### src/rtl/sched_pkg.sv
// Shared types for the per-time-step event scheduler: 4-state values,
// scheduling regions, controller states and the queued event record.
package sched_pkg;

  typedef enum logic [1:0] {
    L0 = 2'b00,
    L1 = 2'b01,
    LX = 2'b10,
    LZ = 2'b11
  } logic4_t;

  typedef enum logic {
    REG_ACT = 1'b0,
    REG_NBA = 1'b1
  } region_t;

  typedef enum logic [1:0] {
    IDLE = 2'd0,
    ACT  = 2'd1,
    NBA  = 2'd2,
    DONE = 2'd3
  } sched_state_t;

  // Default-width event record; modules with a different IDW declare the
  // same layout locally.
  localparam int SCHED_IDW = 8;

  typedef struct packed {
    logic [SCHED_IDW-1:0] id;
    logic4_t              val;
  } sched_evt_t;

endpackage

### src/rtl/sched_fifo.sv
// Synchronous FIFO with first-word-fall-through head; one instance per
// scheduling region. Full/empty derive only from registered state.
module sched_fifo #(
  parameter int DEPTH = 8,
  parameter int W     = 10
) (
  input  logic         clk,
  input  logic         rst_n,
  input  logic         push_i,
  input  logic         pop_i,
  input  logic [W-1:0] din_i,
  output logic         full_o,
  output logic         empty_o,
  output logic [W-1:0] head_o
);

  localparam int AW = $clog2(DEPTH);

  logic [W-1:0]  mem_q [DEPTH];
  logic [AW-1:0] wr_ptr_q;
  logic [AW-1:0] rd_ptr_q;
  logic [AW:0]   count_q;
  logic          do_push;
  logic          do_pop;

  assign full_o  = (count_q == (AW+1)'(DEPTH));
  assign empty_o = (count_q == '0);
  assign do_push = push_i & ~full_o;
  assign do_pop  = pop_i & ~empty_o;
  assign head_o  = mem_q[rd_ptr_q];

  // NOTE: storage is deliberately left unreset; the pointers and count are
  // what define validity, and the top gates payload outputs with upd_valid.
  always_ff @(posedge clk) begin
    if (do_push) mem_q[wr_ptr_q] <= din_i;
  end

  // NOTE: sequential state uses non-blocking assignments so every register
  // samples the pre-edge values regardless of statement order.
  always_ff @(posedge clk or negedge rst_n) begin
    if (!rst_n) begin
      wr_ptr_q <= '0;
      rd_ptr_q <= '0;
      count_q  <= '0;
    end else begin
      if (do_push) wr_ptr_q <= wr_ptr_q + 1'b1;
      if (do_pop)  rd_ptr_q <= rd_ptr_q + 1'b1;
      case ({do_push, do_pop})
        2'b10:   count_q <= count_q + 1'b1;
        2'b01:   count_q <= count_q - 1'b1;
        default: count_q <= count_q;
      endcase
    end
  end

endmodule

### src/rtl/sched_region_ctrl.sv
// Time-step event scheduler: round-robin intake into Active/NBA queues and
// an IEEE-ordered drain (Active first, re-entering Active as events appear).
module sched_region_ctrl
  import sched_pkg::*;
#(
  parameter int NREQ  = 4,
  parameter int DEPTH = 8,
  parameter int IDW   = 8
) (
  input  logic              clk,
  input  logic              rst_n,
  input  logic [NREQ-1:0]   req_valid,
  input  logic [NREQ*IDW-1:0] req_id,
  input  logic [NREQ*2-1:0] req_val,
  input  logic [NREQ-1:0]   req_nba,
  output logic [NREQ-1:0]   req_ready,
  input  logic              step_start,
  output logic              upd_valid,
  input  logic              upd_ready,
  output logic [IDW-1:0]    upd_id,
  output logic [1:0]        upd_val,
  output logic              upd_nba,
  output logic              busy,
  output logic              step_done
);

  localparam int PW = $clog2(NREQ);

  typedef struct packed {
    logic [IDW-1:0] id;
    logic4_t        val;
  } evt_t;

  function automatic logic [PW-1:0] wrap_idx(input int base, input int off);
    return PW'((base + off) % NREQ);
  endfunction

  sched_state_t  state_q, state_d;
  logic [PW-1:0] ptr_q, ptr_d;
  logic [NREQ-1:0] elig;
  logic          gnt_found;
  logic [PW-1:0] gnt_idx;
  region_t       push_region;
  evt_t          push_evt;
  logic          act_push, nba_push, act_pop, nba_pop;
  logic          act_full, nba_full, act_empty, nba_empty;
  evt_t          act_head, nba_head;

  // A requester is eligible only if the queue it targets has room.
  always_comb begin
    for (int i = 0; i < NREQ; i++) begin
      elig[i] = req_valid[i] & ~(req_nba[i] ? nba_full : act_full);
    end
  end

  // NOTE: combinational blocks use blocking assignments with every output
  // defaulted first, so the search below reads its own earlier result and no
  // latch can form.
  always_comb begin
    gnt_found = 1'b0;
    gnt_idx   = '0;
    for (int k = 0; k < NREQ; k++) begin
      if (!gnt_found && elig[wrap_idx(int'(ptr_q), k)]) begin
        gnt_found = 1'b1;
        gnt_idx   = wrap_idx(int'(ptr_q), k);
      end
    end
  end

  always_comb begin
    req_ready = '0;
    if (gnt_found && rst_n) req_ready[gnt_idx] = 1'b1;
  end

  assign ptr_d        = wrap_idx(int'(gnt_idx), 1);
  assign push_region  = region_t'(req_nba[gnt_idx]);
  assign push_evt.id  = req_id[gnt_idx*IDW +: IDW];
  assign push_evt.val = logic4_t'(req_val[gnt_idx*2 +: 2]);
  assign act_push     = gnt_found && (push_region == REG_ACT);
  assign nba_push     = gnt_found && (push_region == REG_NBA);

  sched_fifo #(.DEPTH(DEPTH), .W(IDW+2)) u_act_q (
    .clk     (clk),
    .rst_n   (rst_n),
    .push_i  (act_push),
    .pop_i   (act_pop),
    .din_i   (push_evt),
    .full_o  (act_full),
    .empty_o (act_empty),
    .head_o  (act_head)
  );

  sched_fifo #(.DEPTH(DEPTH), .W(IDW+2)) u_nba_q (
    .clk     (clk),
    .rst_n   (rst_n),
    .push_i  (nba_push),
    .pop_i   (nba_pop),
    .din_i   (push_evt),
    .full_o  (nba_full),
    .empty_o (nba_empty),
    .head_o  (nba_head)
  );

  always_ff @(posedge clk or negedge rst_n) begin
    if (!rst_n) begin
      state_q <= IDLE;
      ptr_q   <= '0;
    end else begin
      state_q <= state_d;
      if (gnt_found) ptr_q <= ptr_d;
    end
  end

  always_comb begin
    state_d   = state_q;
    upd_valid = 1'b0;
    upd_id    = '0;
    upd_val   = 2'b00;
    upd_nba   = 1'b0;
    act_pop   = 1'b0;
    nba_pop   = 1'b0;
    busy      = 1'b0;
    step_done = 1'b0;
    case (state_q)
      IDLE: begin
        if (step_start) state_d = ACT;
      end
      ACT: begin
        busy      = 1'b1;
        upd_valid = ~act_empty;
        if (upd_valid) begin
          upd_id  = act_head.id;
          upd_val = act_head.val;
        end
        act_pop = upd_valid & upd_ready;
        if (act_empty && !act_push) state_d = NBA;
      end
      NBA: begin
        busy      = 1'b1;
        upd_nba   = 1'b1;
        upd_valid = ~nba_empty;
        if (upd_valid) begin
          upd_id  = nba_head.id;
          upd_val = nba_head.val;
        end
        nba_pop = upd_valid & upd_ready;
        // An offered NBA update is never withdrawn; re-enter Active only once
        // nothing is left hanging on the consumer interface.
        if (!act_empty && !(upd_valid && !upd_ready)) begin
          state_d = ACT;
        end else if (act_empty && nba_empty && !act_push && !nba_push) begin
          state_d = DONE;
        end
      end
      DONE: begin
        step_done = 1'b1;
        state_d   = IDLE;
      end
      default: state_d = IDLE;
    endcase
  end

endmodule

### config.mk
export PLATFORM = sky130hd
export DESIGN_NAME = sched_region_ctrl
export DESIGN_NICKNAME = d
export VERILOG_FILES = /design/src/rtl/sched_pkg.sv /design/src/rtl/sched_fifo.sv /design/src/rtl/sched_region_ctrl.sv
export SDC_FILE = /design/constraint.sdc
export NUM_CORES = 1
export LEC_CHECK = 0
export CORE_UTILIZATION = 55
export CTS_CLUSTER_DIAMETER = 50
export DETAILED_ROUTE_END_ITERATION = 12
export PLACE_DENSITY = 0.75
export SLEW_MARGIN = 15
export SYNTH_ARGS = -nofsm -noshare
export SYNTH_HDL_FRONTEND = slang
export SYNTH_SLANG_ARGS = --single-unit
### constraint.sdc
create_clock -name clk -period 4.2 [get_ports clk]
set_clock_uncertainty 0.05 [all_clocks]
set_input_delay 0.63 -clock clk [delete_from_list [all_inputs] [get_ports clk]]
set_output_delay 0.63 -clock clk [all_outputs]
set_load 0.05 [all_outputs]
==> out/qor.log <==
qor: timing.timing.final.hold_violations 0
qor: setup_path.critical_path_arrival 3190 ps
qor: timing.holdWs 475 ps
qor: routing.post_drt_wl_per_cell 19.7 µm
qor: routing.viasPerCell 5.82
qor: yosys.synth-seq-cells 184
qor: timing.final_max_slew_viol_count 0
qor: floorplan.dieHeight 125 µm
qor: yosys.postSynthCellCount 491
qor: cts.clkTransAtPathRegs 60 ps
qor: timing.setup_total_negative_slack 0 ps
qor: cts.maximum_level_of_the_cts_h_tree 4
qor: power.vdd_drop_max 0.379 mV
qor: cts.post-cts-setup-buffer-count 0
qor: global_routing.largest_net_degree_at_the_start_of_global_routing 29
qor: power.total_power 7.65 mW
qor: timing.period_minus_slack 3870 ps
qor: routing.finalWirelength 15.3 mm
qor: worst_hold_path.min_path_type reg2reg
qor: power.clockPowerShare 19.0%
qor: placed_design.detailed_placement_hpwl 10.5 mm
qor: floorplan.start_util 56.9%
qor: power.power.combinational.fraction 41.1%
qor: setup_path.r2r.worst_path.cells 13
qor: cts.clock_buffer_depth 2
qor: timing.fmax 258 MHz
qor: global_routing.grt_pass1_vias 4758
qor: worst_hold_path.worstHoldStart u_nba_q.count_q[3]
qor: setup_path.critical_path.startpoint u_nba_q.count_q[2]
qor: floorplan.rows 44
qor: layout.flow.area_growth_from_synthesis 19.2%
qor: setup_path.crit_fanout 23
qor: floorplan.design.core.area 14700 µm²
qor: yosys.yosys.area.top_type sky130_fd_sc_hd__edfxtp_1
qor: setup_path.worstSetupStartpointType flip-flop
qor: layout.design.final.nets 649
qor: timing.max-slew-margin-rel 24.3%
qor: power.power.static_leakage 3.47 nW
qor: yosys.synth.lib_cells_used.distinct 57
qor: yosys.synth_top_family_by_area multiplexers
qor: yosys.synth_compound_gate_area_share 4.49%
qor: routing.post-route-drc-count 1
qor: setup_path.end_kind output port
qor: cts.worstSkewPairLatency 420 ps
qor: yosys.synth_nets 561
qor: power.internal_power_component 4.87 mW
qor: power.seqPwrFrac 39.9%
qor: cts.cts_made_buffers 17
qor: routing.drtPass1Iterations 9
qor: layout.n_fill_cell 969
qor: global_routing.gr-usage-all-layers 21.1%
qor: timing.tightestPinTransition 1140 ps
qor: yosys.synthMuxAreaShare 17.2%
qor: yosys.post_synthesis_simple_gate_area_fraction 6.86%
qor: yosys.synth_top_area_share 57.5%
qor: power.power_density 768 nW/µm²
qor: global_routing.remaining_global_route_overflow 0
qor: cts.tritoncts built
qor: routing.final_antenna_net_count 0
qor: floorplan.io-pin-count 70
qor: cts.clock-sinks 184
qor: yosys.synth-seq-area-share 64.7%
qor: routing.vias 4518
qor: floorplan.dieArea 15700 µm²
qor: routing.drt-initial-drc-count 282
qor: global_routing.grt_antenna_before_repair 0
qor: yosys.mappedNetlistArea 8360 µm²
qor: setup_path.regToRegStartpoint u_nba_q.count_q[2]
qor: power.net_sw_power 2.78 mW
qor: layout.layout.area.seq 5410 µm²
qor: layout.final_core_utilization 67.8%
qor: placed_design.dpl_worst_slack 249 ps
qor: yosys.post_synth.cell_area_avg 17.0 µm²
qor: yosys.post_synth_main_area_contributors sky130_fd_sc_hd__edfxtp_1 57%, sky130_fd_sc_hd__mux4_2 11%, sky130_fd_sc_hd__dfrtp_1 7.2%, sky130_fd_sc_hd__mux2i_1 3.8%, sky130_fd_sc_hd__ha_1 2.7%
qor: floorplan.die_width 125 µm
qor: yosys.post_synth_fa_ha_maj_area_fraction 2.69%
qor: layout.layout-drive-gt1-share 25.5%
qor: setup_path.crit_type reg2out
qor: global_routing.wire_length_of_the_first_global_routing_pass 24.8 mm
qor: placed_design.gpl_wtd_cong 0.801
qor: timing.setup_viol_count_final 0
qor: cts.holdBufCountCts 0
qor: cts.postCtsResizedCells 0
qor: outcome.run_status complete, but fails checks
qor: worst_hold_path.hold-path-cell-count 1
qor: layout.multiInputGateArea 2830 µm²
qor: timing.period_share 92.2%
qor: yosys.yosysWarningCount 0
qor: yosys.async_flop_share 13.0%
qor: yosys.synth_enable_flop_cells 160
qor: flow_run.drv.max_cap_violation_count 0
qor: timing.rsz_0062_raised_after_global_routing false
qor: layout.num_antenna_cells 0
qor: cts.clock_root_buffer sky130_fd_sc_hd__clkbuf_16
qor: yosys.area_share_of_xor_xnor_cells_in_the_synthesized_design 1.89%
qor: placed_design.number_of_port_buffers 69
qor: setup_path.critPathRequiredTime 3520 ps
qor: timing.smallest_setup_slack_after_layout 326 ps
qor: power.power_switching_share 36.4%
qor: outcome.failed_checks design-rule violations
qor: yosys.synth_flop_cell sky130_fd_sc_hd__edfxtp_1
[worst max-delay path: stages, from the launching register on]
cell	delay, ps
sky130_fd_sc_hd__dfrtp_1	460
sky130_fd_sc_hd__or4b_2	730
sky130_fd_sc_hd__nand4_1	130
sky130_fd_sc_hd__a311o_1	210
sky130_fd_sc_hd__and3_1	260
sky130_fd_sc_hd__buf_4	340
sky130_fd_sc_hd__inv_1	110
sky130_fd_sc_hd__ha_1	190
sky130_fd_sc_hd__and3_1	190
sky130_fd_sc_hd__buf_12	150
[placed cells by master (no fill, tap or decap), types with 16 or more instances in the layout]
cell / synthesis / layout
sky130_fd_sc_hd__edfxtp_1: 160 / 160
sky130_fd_sc_hd__mux4_2: 40 / 40
sky130_fd_sc_hd__clkdlybuf4s50_1: 0 / 65
sky130_fd_sc_hd__ha_1: 18 / 18
sky130_fd_sc_hd__clkbuf_16: 0 / 17
sky130_fd_sc_hd__mux2i_1: 32 / 32
sky130_fd_sc_hd__buf_4: 2 / 28
sky130_fd_sc_hd__mux2_2: 18 / 18
sky130_fd_sc_hd__nand2_1: 16 / 16
sky130_fd_sc_hd__nor2_1: 23 / 23
sky130_fd_sc_hd__dfrtp_1: 24 / 24
[registers in the layout, indices dropped and copies added, names as in the netlist, 3 cells and up]
signal	count
u_nba_q.count_q	4
u_act_q.count_q	4
u_nba_q.mem_q	80
u_act_q.rd_ptr_q	3
u_act_q.wr_ptr_q	3
u_nba_q.wr_ptr_q	3
u_act_q.mem_q	80
u_nba_q.rd_ptr_q	3
[through the flow]
stage / cells / area, µm²
2_1_floorplan: 491 / 8360
6_report: 776 / 9960
4_1_cts: 776 / 9930
5_1_grt: 776 / 9960
3_3_place_gp: 744 / 9380
3_5_place_dp: 744 / 9380
[cell families after synthesis]
kind of cell	count (synthesis)
multiplexers	91
buffers and inverters	40
adder cells (fa/ha/maj)	18
AND/OR/NAND/NOR	92
AO/OA/AOI/OAI	48
flip-flops	184
XOR/XNOR	18
[routing by layer]
metal | global-route usage [%] | vias to the layer above | part of all wire [%]
met3 | 3.42 | 14 | 5.1
met4 | 8.90 | 0 | 1.5
li1 | - | 2112 | -
met5 | 0 | - | 0
met2 | 36.3 | 139 | 52
met1 | 26.9 | 2253 | 41
[cell usage after synthesis (5+ instances only)]
cell,instances
sky130_fd_sc_hd__mux4_2,40
sky130_fd_sc_hd__xnor2_1,9
sky130_fd_sc_hd__mux2_2,18
sky130_fd_sc_hd__and2_1,10
sky130_fd_sc_hd__clkbuf_1,11
sky130_fd_sc_hd__ha_1,18
sky130_fd_sc_hd__a21oi_1,15
sky130_fd_sc_hd__buf_1,7
sky130_fd_sc_hd__mux2i_1,32
sky130_fd_sc_hd__inv_1,14
sky130_fd_sc_hd__and3_1,5
sky130_fd_sc_hd__nand2_1,16
sky130_fd_sc_hd__o22ai_1,13
sky130_fd_sc_hd__dfrtp_1,24
sky130_fd_sc_hd__nor2_1,23
sky130_fd_sc_hd__edfxtp_1,160
sky130_fd_sc_hd__nor4_1,6
sky130_fd_sc_hd__xor2_1,9
[power groups by stage]
stage	clock network (mW)	registers [mW]	logic (mW)
2_1_floorplan	0	2.92	2.39
3_3_place_gp	0	3.05	3.04
3_5_place_dp	0	3.09	3.15
4_1_cts	1.48	3.06	3.17
5_1_grt	1.55	3.11	3.41
6_report	1.45	3.05	3.14
[path summary, 6_finish.rpt]
path	slack, ps	end
max	330	req_ready[0]
min	480	u_nba_q.count_q[3]
max reg2reg	510	u_act_q.count_q[2]
min reg2reg	480	u_nba_q.count_q[3]
max in group asynchronous	3320	u_act_q.count_q[2]
min in group asynchronous	520	u_nba_q.count_q[3]
[area by class of cell]
| class | count | share of cell area [%] |
|---|---|---|
| repair buffers | 95 | 9.04 |
| clock buffers | 18 | 4.31 |
| multi-input cells | 267 | 28.4 |
| flip-flops and latches | 184 | 54.3 |
| clock inverters | 14 | 1.16 |
| well taps | 184 | 2.31 |
| inverters | 14 | 0.528 |
(Power assumes the default switching activity.)
